`src/rtl/fx_bus_master.sv`:
```
`timescale 1ns/1ps
`default_nettype none
// ============================================================================
// Module   : fx_bus_master
// Purpose  : Turns host command packets into fx register bus write and read
//            cycles, and returns read data through a response FIFO.
// Revision : 1.0  initial release
// ============================================================================
module fx_bus_master #(
    parameter int RD_FIFO_DEPTH = 4
) (
    input  logic        clk_sys,
    input  logic        rst,
    input  logic [7:0]  cmd_data,
    input  logic        cmd_vld,
    output logic        cmd_rdy,
    output logic [7:0]  rsp_data,
    output logic        rsp_vld,
    input  logic        rsp_rdy,
    output logic [21:0] fx_waddr,
    output logic        fx_wr,
    output logic [7:0]  fx_data,
    output logic [21:0] fx_raddr,
    output logic        fx_rd,
    input  logic [7:0]  fx_q,
    output logic        busy,
    output logic [7:0]  stu_err_cnt
);

    localparam int c_PW = (RD_FIFO_DEPTH > 1) ? $clog2(RD_FIFO_DEPTH) : 1;
    localparam int c_CW = c_PW + 1;
    localparam logic [c_CW:0] c_DEPTH = (c_CW + 1)'(RD_FIFO_DEPTH);

    localparam logic [2:0] c_ST_IDLE = 3'd0;
    localparam logic [2:0] c_ST_ADR2 = 3'd1;
    localparam logic [2:0] c_ST_ADR1 = 3'd2;
    localparam logic [2:0] c_ST_ADR0 = 3'd3;
    localparam logic [2:0] c_ST_LEN  = 3'd4;
    localparam logic [2:0] c_ST_WDAT = 3'd5;
    localparam logic [2:0] c_ST_RDIS = 3'd6;

    logic [2:0]       r_state;
    logic             r_is_rd;
    logic [5:0]       r_dev;
    logic [15:0]      r_reg;
    logic [8:0]       r_cnt;
    logic [21:0]      r_fx_waddr;
    logic             r_fx_wr;
    logic [7:0]       r_fx_data;
    logic [21:0]      r_fx_raddr;
    logic             r_fx_rd;
    logic             r_rd_d1;
    logic [7:0]       r_err_cnt;
    logic [7:0]       r_mem [RD_FIFO_DEPTH];
    logic [c_PW-1:0]  r_wptr;
    logic [c_PW-1:0]  r_rptr;
    logic [c_CW-1:0]  r_fcnt;

    logic             w_cmd_rdy;
    logic             w_acc;
    logic [1:0]       w_inflight;
    logic             w_room;
    logic             w_issue;
    logic             w_push;
    logic             w_pop;

    assign w_cmd_rdy  = (r_state != c_ST_RDIS);
    assign w_acc      = cmd_vld & w_cmd_rdy;
    // A read is outstanding while its strobe or its delayed copy is high.
    assign w_inflight = {1'b0, r_fx_rd} + {1'b0, r_rd_d1};
    assign w_room     = ({1'b0, r_fcnt} + (c_CW + 1)'(w_inflight)) < c_DEPTH;
    assign w_issue    = (r_state == c_ST_RDIS) && w_room;
    assign w_push     = r_rd_d1;
    assign w_pop      = (r_fcnt != '0) && rsp_rdy;

    assign cmd_rdy     = w_cmd_rdy;
    assign rsp_data    = r_mem[r_rptr];
    assign rsp_vld     = (r_fcnt != '0);
    assign fx_waddr    = r_fx_waddr;
    assign fx_wr       = r_fx_wr;
    assign fx_data     = r_fx_data;
    assign fx_raddr    = r_fx_raddr;
    assign fx_rd       = r_fx_rd;
    assign busy        = (r_state != c_ST_IDLE) || (w_inflight != 2'd0);
    assign stu_err_cnt = r_err_cnt;

    always_ff @(posedge clk_sys) begin
        if (rst) begin
            r_state    <= c_ST_IDLE;
            r_is_rd    <= 1'b0;
            r_dev      <= '0;
            r_reg      <= '0;
            r_cnt      <= '0;
            r_fx_waddr <= '0;
            r_fx_wr    <= 1'b0;
            r_fx_data  <= '0;
            r_fx_raddr <= '0;
            r_fx_rd    <= 1'b0;
            r_rd_d1    <= 1'b0;
            r_err_cnt  <= '0;
        end else begin
            r_fx_wr <= 1'b0;
            r_fx_rd <= 1'b0;
            r_rd_d1 <= r_fx_rd;
            case (r_state)
                c_ST_IDLE: begin
                    if (w_acc) begin
                        if (cmd_data == 8'h01 || cmd_data == 8'h02) begin
                            r_is_rd <= (cmd_data == 8'h02);
                            r_state <= c_ST_ADR2;
                        end else if (r_err_cnt != 8'hFF) begin
                            r_err_cnt <= r_err_cnt + 8'd1;
                        end
                    end
                end
                c_ST_ADR2: if (w_acc) begin
                    r_dev   <= cmd_data[5:0];
                    r_state <= c_ST_ADR1;
                end
                c_ST_ADR1: if (w_acc) begin
                    r_reg[15:8] <= cmd_data;
                    r_state     <= c_ST_ADR0;
                end
                c_ST_ADR0: if (w_acc) begin
                    r_reg[7:0] <= cmd_data;
                    r_state    <= c_ST_LEN;
                end
                c_ST_LEN: if (w_acc) begin
                    r_cnt   <= (cmd_data == 8'h00) ? 9'd256 : {1'b0, cmd_data};
                    r_state <= r_is_rd ? c_ST_RDIS : c_ST_WDAT;
                end
                c_ST_WDAT: if (w_acc) begin
                    r_fx_wr    <= 1'b1;
                    r_fx_data  <= cmd_data;
                    r_fx_waddr <= {r_dev, r_reg};
                    r_reg      <= r_reg + 16'd1;
                    r_cnt      <= r_cnt - 9'd1;
                    if (r_cnt == 9'd1) r_state <= c_ST_IDLE;
                end
                c_ST_RDIS: if (w_issue) begin
                    r_fx_rd    <= 1'b1;
                    r_fx_raddr <= {r_dev, r_reg};
                    r_reg      <= r_reg + 16'd1;
                    r_cnt      <= r_cnt - 9'd1;
                    if (r_cnt == 9'd1) r_state <= c_ST_IDLE;
                end
                default: r_state <= c_ST_IDLE;
            endcase
        end
    end

    // fx_q is valid in the cycle where the delayed read strobe is high.
    always_ff @(posedge clk_sys) begin
        if (rst) begin
            r_wptr <= '0;
            r_rptr <= '0;
            r_fcnt <= '0;
            for (int i = 0; i < RD_FIFO_DEPTH; i++) r_mem[i] <= '0;
        end else begin
            if (w_push) begin
                r_mem[r_wptr] <= fx_q;
                r_wptr        <= r_wptr + 1'b1;
            end
            if (w_pop) r_rptr <= r_rptr + 1'b1;
            case ({w_push, w_pop})
                2'b10:   r_fcnt <= r_fcnt + 1'b1;
                2'b01:   r_fcnt <= r_fcnt - 1'b1;
                default: r_fcnt <= r_fcnt;
            endcase
        end
    end

endmodule
`default_nettype wire

```
`config.mk`:
```
export PLATFORM = sky130hd
export DESIGN_NAME = fx_bus_master
export DESIGN_NICKNAME = d
export VERILOG_FILES = /design/src/rtl/fx_bus_master.sv
export SDC_FILE = /design/constraint.sdc
export NUM_CORES = 1
export LEC_CHECK = 0
export BUFFER_PORTS_ARGS = -buffer_cell sky130_fd_sc_hd__buf_2
export CAP_MARGIN = 25
export CORE_ASPECT_RATIO = 0.5
export CORE_MARGIN = 2
export CORE_UTILIZATION = 60
export DETAILED_ROUTE_END_ITERATION = 10
export PLACE_DENSITY = 0.81
export SETUP_SLACK_MARGIN = 0.02
export SYNTH_ARGS = -nofsm -noshare
export SYNTH_HDL_FRONTEND = slang
export SYNTH_SLANG_ARGS = --single-unit
```
`constraint.sdc`:
```
create_clock -name clk_sys -period 6.4 [get_ports clk_sys]
set_input_delay 0.64 -clock clk_sys [delete_from_list [all_inputs] [get_ports clk_sys]]
set_output_delay 0.64 -clock clk_sys [all_outputs]
set_load 0.02 [all_outputs]
```
# ---- After elaboration in Yosys (flattened, before gate mapping)
# Memory sizes are Yosys's and may differ from the RTL's. A register that Yosys moved wholly into a read port is not among the register bits.
# Cells that the tools add are included.
# Widths: inputs -> output; s select.
dict set report word_totals {
  regBits 105
  latch_bits 0
  ramBits 32
  rom_bits 0
  output_inout_bits 73
  wordCells 111
  n_memories 1
}
dict set report classes {
  addsub 9
  n_mul 0
  n_div 0
  n_lt_le_gt_ge 1
  n_eq_ne 21
  shift 0
  n_mux 34
  bitwise 4
  n_reduce_logical 25
}
# memory depth width read_ports rd_clocked_by_memory_dff write_ports line_no
set memory_table {}
lappend memory_table {r_mem 4 8 1 1 4 54} ;# logic [7:0] r_mem [RD_FIFO_DEPTH];
# operator n
set ops {}
lappend ops {{$pmux 8 s3} 2}
lappend ops {{$mux 9} 4}
lappend ops {{$mux 16} 2}
lappend ops {{$mux 3} 9}
lappend ops {{$pmux 9 s3} 1}
lappend ops {{$pmux 3 s7} 1}
lappend ops {{$add 16x1->16 const B} 1}
lappend ops {{$mux 8} 2}
lappend ops {{$ne 2x2->1 const B} 8}
lappend ops {{$reduce_and 4->1} 4}
lappend ops {{$reduce_bool 3->1} 5}
lappend ops {{$eq 3x3->1 const B} 3}
lappend ops {{$eq 9x1->1 const B} 1}
lappend ops {{$sub 9x1->9 const B} 1}
lappend ops {{$add 8x1->8 const B} 1}
lappend ops {{$eq 8x1->1 const B} 1}
lappend ops {{$eq 8x2->1 const B} 1}
lappend ops {{$logic_not 8->1} 1}
lappend ops {{$mux 1} 8}
lappend ops {{$mux 2} 4}
lappend ops {{$ne 8x8->1 const B} 1}
lappend ops {{$reduce_and 8->1} 1}
lappend ops {{$reduce_or 8->1} 1}
lappend ops {{$eq 3x2->1 const B} 2}
lappend ops {{20 further kinds} 29}

# ---- Longest topological paths before layout
# Gate-level depths: netlist of the first run.
dict set report logic_depth {
  ltp_word 6
  mapped_depth 9
}

# ---- Worst setup path before layout of the first run
# No wires, ideal clock.
dict set report synth_timing {
  path_kind {register to register}
  from {register r_fx_rd (netlist: fx_rd)}
  to {register r_fx_raddr[6] (netlist: fx_raddr[6])}
  arrival_ns 2.079
  required_time_ns 6.330
  path_slack_ns 4.250
  stages_incl_launch_ff 9
  n_path_buf 2
  synth_period_minus_slack_ns 2.150
  cell_sequence {dfxtp_1 > ha_1 > ha_1 > a311o_1 > nor2_1 > clkbuf_1 > buf_1 > nand2_1 > a21oi_1}
}
dict set report synth_via {
  elab_chain_len 5
}
# element line_no
set synth_rtl {}
lappend synth_rtl {{start: declaration} 51} ;# logic r_fx_rd;
lappend synth_rtl {{start signal: assignment} 98} ;# r_fx_rd <= 1'b0;
lappend synth_rtl {{start signal: assignment} 103} ;# r_fx_rd <= 1'b0;
lappend synth_rtl {{start signal: assignment} 141} ;# r_fx_rd <= 1'b1;
lappend synth_rtl {{$add 1x1->2} 70} ;# assign w_inflight = {1'b0, r_fx_rd} + {1'b0, r_rd_d1};
lappend synth_rtl {{$add 3x2->4} 71} ;# assign w_room = ({1'b0, r_fcnt} + (c_CW + 1)'(w_inflight)) < c_DEPTH;
lappend synth_rtl {{$lt 4x3->1} 71}
lappend synth_rtl {{$logic_and 1x1->1} 72} ;# assign w_issue = (r_state == c_ST_RDIS) && w_room;
lappend synth_rtl {{$reduce_and 2->1 (no line)} --}
lappend synth_rtl {{end signal: assignment} 142} ;# r_fx_raddr <= {r_dev, r_reg};
lappend synth_rtl {{end: declaration} 50} ;# logic [21:0] r_fx_raddr;
# No other way between the ends.
# A chain may end at the register's enable or synchronous reset.

# ---- Worst setup path after layout of the first run
dict set report layout_timing {
  from {register r_state[2]}
  to {register r_reg[0]}
}
dict set report layout_via {
  elab_chain_len 4
}
# element line_no
set layout_rtl {}
lappend layout_rtl {{start: declaration} 42} ;# logic [2:0] r_state;
lappend layout_rtl {{start signal: assignment} 89} ;# r_state <= c_ST_IDLE;
lappend layout_rtl {{start signal: assignment} 110} ;# r_state <= c_ST_ADR2;
lappend layout_rtl {{start signal: assignment} 118} ;# r_state <= c_ST_ADR1;
lappend layout_rtl {{$ne 3x3->1 / $eq 3x3->1 (equally long branches)} {67, 72, 105}}
lappend layout_rtl {{$and 1x1->1 / $logic_and 1x1->1 (equally long branches)} {68, 72}}
lappend layout_rtl {{$ne 2x2->1 (no line)} --}
lappend layout_rtl {{$reduce_and 4->1 (no line)} --}
lappend layout_rtl {{end signal: assignment} 125} ;# r_reg[7:0] <= cmd_data;
lappend layout_rtl {{end signal: assignment} 136} ;# r_reg <= r_reg + 16'd1;
lappend layout_rtl {{end signal: assignment} 143} ;# r_reg <= r_reg + 16'd1;
lappend layout_rtl {{end: declaration} 45} ;# logic [15:0] r_reg;
# Parallel ways exist; a longest one is shown, timed or not.

==> summary.md, run 1 <==
| Metric | Value |
|---|---|
| Post-CTS setup buffer count | 0 |
| PwrDens | 255.2 nW/um^2 |
| Clk buf depth | 2 |
| Layout area overhead | 16.73% |
| Gp weighted congestion | 0.9334 |
| Die height | between 70 and 80 um |
| Top Usage Layer GRT | met2 |
| Core Region | between 10000 and 15000 sq um |
| Met1 global-route usage | 38.67% |
| Crit path DAT | approximately 3.3 ns |
| F_max | between 300 and 400 MHz |
| Worst-Margin Slew | roughly 1.1 ns |
| Crit end category | register |
| Die X | about 150 um |
| Per-cell routed wire length | 17.25 um |
| Cell variety after synth | 65 |
| Largest net degree at the start of global routing | 112 |
| Leading area contributor after synthesis | dfxtp_1 |
| Slowest-stage cell, CP | dfxtp_1 |
| Starting DRC count in detailed routing | approximately 490 |
| Drt via density | 6.107 |
| TritonCTS Buffers | 17 |
| Ranking of synthesized cells by area | dfxtp_1 (34%), edfxtp_1 (15%), nand2_1 (8.7%) |
| CP peak stage delay | 1.04 ns |
| WS Path Type | register to register |
| Post-cts resize count | 0 |
| MaxCap Viol Count | 0 |
| Register bit count reported by yosys | between 100 and 150 |
| Top_reg_cell synth | dfxtp_1 |
| H-tree depth | 4 |
| TritonCTS clock tree | done |
| Worst Hold Class | register to register |
| Rows | 26 |
| Via Count | 5741 |
| Final min period | between 3 and 4 ns |
| Worst vdd ir | between 0.00015 and 0.0002 V |
| CP required | just under 7 ns |
| Crit Path Max Fanout | 31 |
| Critical Path Start Type | register |
| DIE AREA | roughly 11000 sq um |
| Gr ovfl total | 0 |
| Initial Util | approximately 62% |
| Max reg flops | 32 |
| Vias in the first global route | ~5200 |
| Ys async rst share | 0% |
| Most used standard cell by instance count after synthesis | nand2_1 |
| P_leak | around 2.9 nW |
| Sum Neg Setup Slack | 0 ns |
| Initial antenna violation count | 0 |
| Max_slew headroom | 26.98% |
| Total wire length | between 15000 and 20000 um |
| Final net count | 816 |
| WP buf/inv | 2 |
| Skew final | around 0.0065 ns |
| Slew Limit Fails | 0 |
| Final-report setup violation count | 0 |
| Final HPWL from detailed placement | between 10000 and 15000 um |
| First-pass GRT wire length | approximately 26000 um |
| Register area share after synthesis | 48.88% |
| RSZ-0062 raised after global routing | false |
| Worst skew pair latency | 0.42 ns |
| GR met3 Demand/Resource | approximately a tenth |
| Ant. Diodes | 0 |
| DRT antenna net count | 0 |
| Io pins | 93 |
| Clock sinks | 139 |
| CP cell instances | inv_1 > nor2_1 > buf_4 > o21ai_0 > a221oi_1 |
| Top reg by flops | r_mem |
| Post-synth EDFFs | 32 |
| Layout cells sized above 1 | a little under a fifth |
| GRT Total Usage | 28.88% |
| Outcome | completed |
| PortBufs | about 90 |
| Fin crit share | a little under half |
| Hold Slack | roughly 0.45 ns |
| Synth top area share | about 34% |
| Nets in the synthesized netlist | 746 |
| Syn_area_per_cell | 8.854 sq um |
| Clock transition at path regs | 0.06 ns |
| Utilization after layout | 72.32% |
| Drt first pass iters | 6 |
| Met2 GRT Util | between 40% and 50% |
| Synth Instances | 717 |
| Delay-heaviest family, CP | flip-flops |
| # hold bufs at CTS | 0 |
| Commonest cells in the netlist | nand2_1 (147), dfxtp_1 (107), a21oi_1 (87) |
| # DRC | 0 |
| Post-Syn Area | 6349 sq um |
| Root buffer cell | clkbuf_16 |
| Fin. Hold Viols | 0 |
| Syn. warnings | 0 |
cell families after synthesis:
group,share of synthesized area (%)
XOR/XNOR,1.380
multiplexers,4.612
AO/OA/AOI/OAI,17.09
adder cells (fa/ha/maj),1.892
AND/OR/NAND/NOR,21.07
buffers and inverters,5.085
flip-flops,48.88
power breakdown:
| part | internal, mW | switching, mW | leakage [nW] | total, mW |
|---|---|---|---|---|
| combinational | 0.0196 | 0.0413 | 1.40 | 0.0609 |
| sequential | 0.904 | 0.00457 | 1.19 | 0.909 |
| clock | 0.515 | 0.406 | 0.272 | 0.922 |
| total | 1.44 | 0.452 | 2.87 | 1.89 |
worst register-to-register path, stage by stage (launching register included):
cell and delay (ns):
dfxtp_1 1.04, inv_1 0.46, nor2_1 0.62, buf_4 0.37, o21ai_0 0.12, a221oi_1 0.30
layer usage:
layer | up-vias | share of wire, %
li1 | 2704 | -
met1 | 2773 | 44
met2 | 229 | 45
met3 | 35 | 8.6
met4 | 0 | 1.9
met5 | - | 0
layout make-up:
class	instances	area, sq um
tap	140	175.2
clock inverter	13	105.1
fill	810	2836
clock buffer	19	442.9
timing repair buffer	102	545.5
multi-input combinational	498	2930
inverter	29	108.9
sequential	139	3103
metrics by stage:
| step | power, mW | setup WS [ns] | cell area (sq um) | std cells |
|---|---|---|---|---|
| 2_1_floorplan | 0.9628 | 4.250 | 6349 | 717 |
| 3_3_place_gp | 0.9849 | 2.831 | 6825 | 904 |
| 3_5_place_dp | 0.9865 | 2.823 | 6838 | 906 |
| 4_1_cts | 1.896 | 3.273 | 7386 | 938 |
| 5_1_grt | 1.942 | 3.244 | 7411 | 940 |
| 6_report | 1.891 | 3.394 | 7411 | 940 |
layout by cell type, fill, tap and decap left out, types with 4 or more instances in the layout:
cell type  synthesis  final
xnor2_1            4      4
nand4_1            9      9
and2_1            15     15
and4_1             5      5
ha_1               8      8
inv_4              0      4
buf_2              3     92
inv_1             28     28
inv_6              0      4
mux2i_1            9      9
edfxtp_1          32     32
and3_1             6      6
mux4_2             8      8
o31a_1             4      4
nand2_1          147    147
a21boi_0           5      5
nor2_1            48     47
o32ai_1           14     14
a31oi_1            5      5
o21ai_0           15     15
a22oi_1            4      4
nor3_1             8      7
clkbuf_16          0     17
a21oi_1           87     87
buf_4              1      8
nand3_1           16     16
dfxtp_1          107    107
o22ai_1            4      4
nor4_1             5      5
xor2_1             6      6
or3_1              4      4
a41oi_1            5      5
or4_1              4      4
o31ai_1            7      7
final timing paths:
| kind | from | endpoint | slack, ns | cells past startpoint |
|---|---|---|---|---|
| max | r_state[2]$_SDFFE_PP0P_ | r_reg[0]$_SDFFE_PP0P_ | 3.39 | 5 |
| min | fx_data[2]$_SDFFE_PP0P_ | fx_data[2]$_SDFFE_PP0P_ | 0.45 | 2 |
| min reg2reg | fx_data[2]$_SDFFE_PP0P_ | fx_data[2]$_SDFFE_PP0P_ | 0.45 | 2 |
| max reg2reg | r_state[2]$_SDFFE_PP0P_ | r_reg[0]$_SDFFE_PP0P_ | 3.39 | 5 |
No activity file was read; power rests on OpenSTA's default activity.
==> run 2, diff against run 1 <==
--- a/config.mk
+++ b/config.mk
@@ -5,13 +5,14 @@
 export SDC_FILE = /design/constraint.sdc
 export NUM_CORES = 1
 export LEC_CHECK = 0
+export ABC_AREA = 1
 export BUFFER_PORTS_ARGS = -buffer_cell sky130_fd_sc_hd__buf_2
 export CAP_MARGIN = 25
 export CORE_ASPECT_RATIO = 0.5
 export CORE_MARGIN = 2
-export CORE_UTILIZATION = 60
+export CORE_UTILIZATION = 57
 export DETAILED_ROUTE_END_ITERATION = 10
-export PLACE_DENSITY = 0.81
+export PLACE_DENSITY = 0.78
 export SETUP_SLACK_MARGIN = 0.02
 export SYNTH_ARGS = -nofsm -noshare
 export SYNTH_HDL_FRONTEND = slang
==> constraint.sdc (replaced) <==
create_clock -name clk_sys -period 2.9 [get_ports clk_sys]
set_input_delay 0.29 -clock clk_sys [delete_from_list [all_inputs] [get_ports clk_sys]]
set_output_delay 0.29 -clock clk_sys [all_outputs]
set_load 0.02 [all_outputs]
==> summary.md, run 2 <==
| Metric | Value |
|---|---|
| Outcome | completed |
| Non-Filler Instances | 1093 (+16%) |
| Commonest cells in the netlist | nor2_1 (171), nand2_1 (145), dfxtp_1 (107) |
| Final net count | 964 (+18%) |
| Delay-heaviest family, CP | flip-flops |
| Fin crit share | roughly 80% |
| Via Count | 6089 (+6.1%) |
| MaxCap Viol Count | 0 (unchanged) |
| F_max | roughly 430 MHz |
| Max reg flops | 32 (unchanged) |
| Final Power | 5.744 mW (+200%) |
| Register area share after synthesis | 48.62% (-0.26 points) |
| Clk buf depth | 2 (unchanged) |
| Rows | 27 (+3.8%) |
| Worst skew pair latency | 0.42 ns (about the same) |
| Critical Path Start Type | register |
| Register area | 3103 sq um (unchanged) |
| Post-cts resize count | 0 (unchanged) |
| Cell variety after synth | 35 (-46%) |
| Clock sinks | 139 (unchanged) |
| Register-to-Register Path Depth | 9 (+4) |
| Fillcell total | 920 (+14%) |
| First-pass GRT wire length | 26640 um (+2.0%) |
| DRT antenna net count | 0 (unchanged) |
| Post-synth EDFFs | 32 (unchanged) |
| Placed insts | 1061 (+17%) |
| Total wire length | 16690 um (+2.9%) |
| P_leak | 3.238 nW (+13%) |
| # hold bufs at CTS | 0 (unchanged) |
| WS Path Type | register to output pin |
| Crit path DAT | 2.02 ns (-1.31 ns) |
| Layout cells sized above 1 | 16.03% (-2.5 points) |
| Top reg by flops | r_mem |
| Largest net degree at the start of global routing | 58 (-48%) |
| Core Region | 10950 sq um (+6.8%) |
| Ranking of synthesized cells by area | dfxtp_1 (34%), edfxtp_1 (15%), nor2_1 (10%) |
| Leading area contributor after synthesis | dfxtp_1 |
| Io pins | 93 (unchanged) |
| Vias in the first global route | 5579 (+6.8%) |
| Initial Util | 58.31% (-3.6 points) |
| Die height | 78.83 um (+2.7%) |
| Drt first pass iters | 5 (-1) |
| Layout area overhead | 18.53% |
| Worst vdd ir | 0.0004938 V (+190%) |
| Final-report setup violation count | 0 (unchanged) |
| Skew final | 0.007578 ns (+0.001123 ns) |
| Slew Limit Fails | 0 (unchanged) |
| Worst-Margin Slew | 0.6588 ns (-0.4349 ns) |
| Hold Slack | 0.1586 ns (-0.2906 ns) |
| H-tree depth | 4 (unchanged) |
| Crit Path Max Fanout | 17 (-45%) |
| DIE AREA | 12110 sq um (+5.6%) |
| Final min period | approximately 2.3 ns |
| WP buf/inv | 2 (unchanged) |
| Top_reg_cell synth | dfxtp_1 |
| TritonCTS Buffers | 17 (unchanged) |
| TritonCTS clock tree | done |
| Post-CTS setup buffer count | 0 (unchanged) |
| Top Metal Used | met4 |
| RSZ-0062 raised after global routing | false |
| Slowest-stage cell, CP | dfxtp_1 |
| Met2 Wirelength | 8103 um (+11%) |
| Final HPWL from detailed placement | 11050 um (+5.8%) |
| Syn_area_per_cell | 7.500 sq um (-15%) |
| RR Endpoint | fx_raddr[9]$_SDFFE_PP0P_ |
| Reg2reg start | fx_rd$_SDFF_PP0_ |
| Post-Syn Area | 6382 sq um (+0.53%) |
| Syn. warnings | 0 (unchanged) |
| Drt via density | 5.571 (-8.8%) |
| Crit end category | output pin |
| Sum Neg Setup Slack | 0 ns (unchanged) |
| M1 WL | 7346 um (+2.0%) |
| Ant. Diodes | 0 (unchanged) |
| GRT Total Usage | 27.59% (-1.3 points) |
| CP peak stage delay | 0.66 ns (-0.38 ns) |
| Gp weighted congestion | 0.8951 (-4.1%) |
| Root buffer cell | clkbuf_16 |
| Synth top area share | 33.56% (-0.18 points) |
| Worst Hold Class | input port to register |
| Most used standard cell by instance count after synthesis | nor2_1 |
| CP required | 2.61 ns (-4.12 ns) |
| Clock transition at path regs | 0.06 ns (about the same) |
| Initial antenna violation count | 0 (unchanged) |
| Commonest non-fill, non-tap cell in the layout | nor2_1 |
| Multi-input logic area | 2830 sq um (-3.4%) |
| Per-cell routed wire length | 15.27 um (-12%) |
| Starting DRC count in detailed routing | 467 (-5.5%) |
| Internal reg-to-reg setup slack | 0.87 ns (-2.52 ns) |
| Nets in the synthesized netlist | 880 (+18%) |
| Fin. Hold Viols | 0 (unchanged) |
| Die X | 153.6 um (+2.8%) |
| Stages on worst setup path | 4 (-1) |
| PortBufs | 92 (unchanged) |
| Ys async rst share | 0% (unchanged) |
| Gr ovfl total | 0 (unchanged) |
| Met3 wire length | 1031 um (-26%) |
| Most frequent cells in the layout | nor2_1 (171), nand2_1 (145), dfxtp_1 (107), buf_2 (92), o21ai_0 (90) |
| Register bit count reported by yosys | 139 (unchanged) |
| Synth Instances | 851 (+19%) |
| PwrDens | 759.3 nW/um^2 (+200%) |
| CP cell instances | inv_1 > o21ai_0 > o22ai_1 > buf_2 |
| # DRC | 0 (unchanged) |
| Max_slew headroom | 55.62% (+29 points) |
| CP endpoint | rsp_data[1] |
[run 2: final cells by class]
class,instances,share of cell area [%]
Clock inverter,14,2.894
Multi-Input combinational cell,605,37.41
Timing Repair Buffer,103,7.178
Clock buffer,18,5.673
Inverter,69,3.424
Tap cell,145,2.398
Sequential cell,139,41.02
[run 2: per-stage QoR]
stage	utilization, %	setup WS (ns)	cell area [sq um]
finish	69.11	0.5851	7565
CTS	69.11	0.5648	7565
floorplan	-	0.9733	6382
global route	69.11	0.3949	7565
global placement	63.12	0.9837	6909
detailed placement	63.19	0.9432	6917
[run 2: layer usage]
| layer | vias up | global-route usage, % |
|---|---|---|
| met5 | - | 0 |
| met4 | 0 | 7.431 |
| met3 | 26 | 6.659 |
| met2 | 231 | 48.40 |
| met1 | 2863 | 34.52 |
| li1 | 2969 | - |
[run 2: kinds of logic after synthesis]
group	synth area share (%)
adders and majority gates	1.882
DFF	48.62
xor gates and xnor gates	1.647
and+or+nand+nor	25.86
buffers and inverters	7.037
AOI/OAI and AO/OA	14.96
[run 2: power breakdown]
| group | leakage [nW] | internal [mW] | total (mW) | switching [mW] |
|---|---|---|---|---|
| clock | 0.299 | 1.53 | 2.41 | 0.878 |
| combinational | 1.74 | 0.326 | 1.01 | 0.687 |
| sequential | 1.20 | 2.13 | 2.32 | 0.191 |
[run 2: tightest hold or removal path, cell delays in order]
cell	delay [ns]
buf_2	0.11
nand3_1	0.07
a21oi_1	0.06
[run 2: worst min path at each step]
stage	from	end	slack, ns	depth (start not counted)
after detailed placement	fx_waddr[19]$_SDFFE_PP0P_	fx_waddr[19]$_SDFFE_PP0P_	0.45	2
after floorplan	r_rptr[1]$_SDFFE_PP0N_	register	0.44	2
final	cmd_data[4]	fx_data[4]$_SDFFE_PP0P_	0.16	3
after CTS	cmd_data[4]	fx_data[4]$_SDFFE_PP0P_	0.15	3
after global placement	fx_data[2]$_SDFFE_PP0P_	fx_data[2]$_SDFFE_PP0P_	0.45	2
after global routing	cmd_data[3]	fx_data[3]$_SDFFE_PP0P_	0.15	3
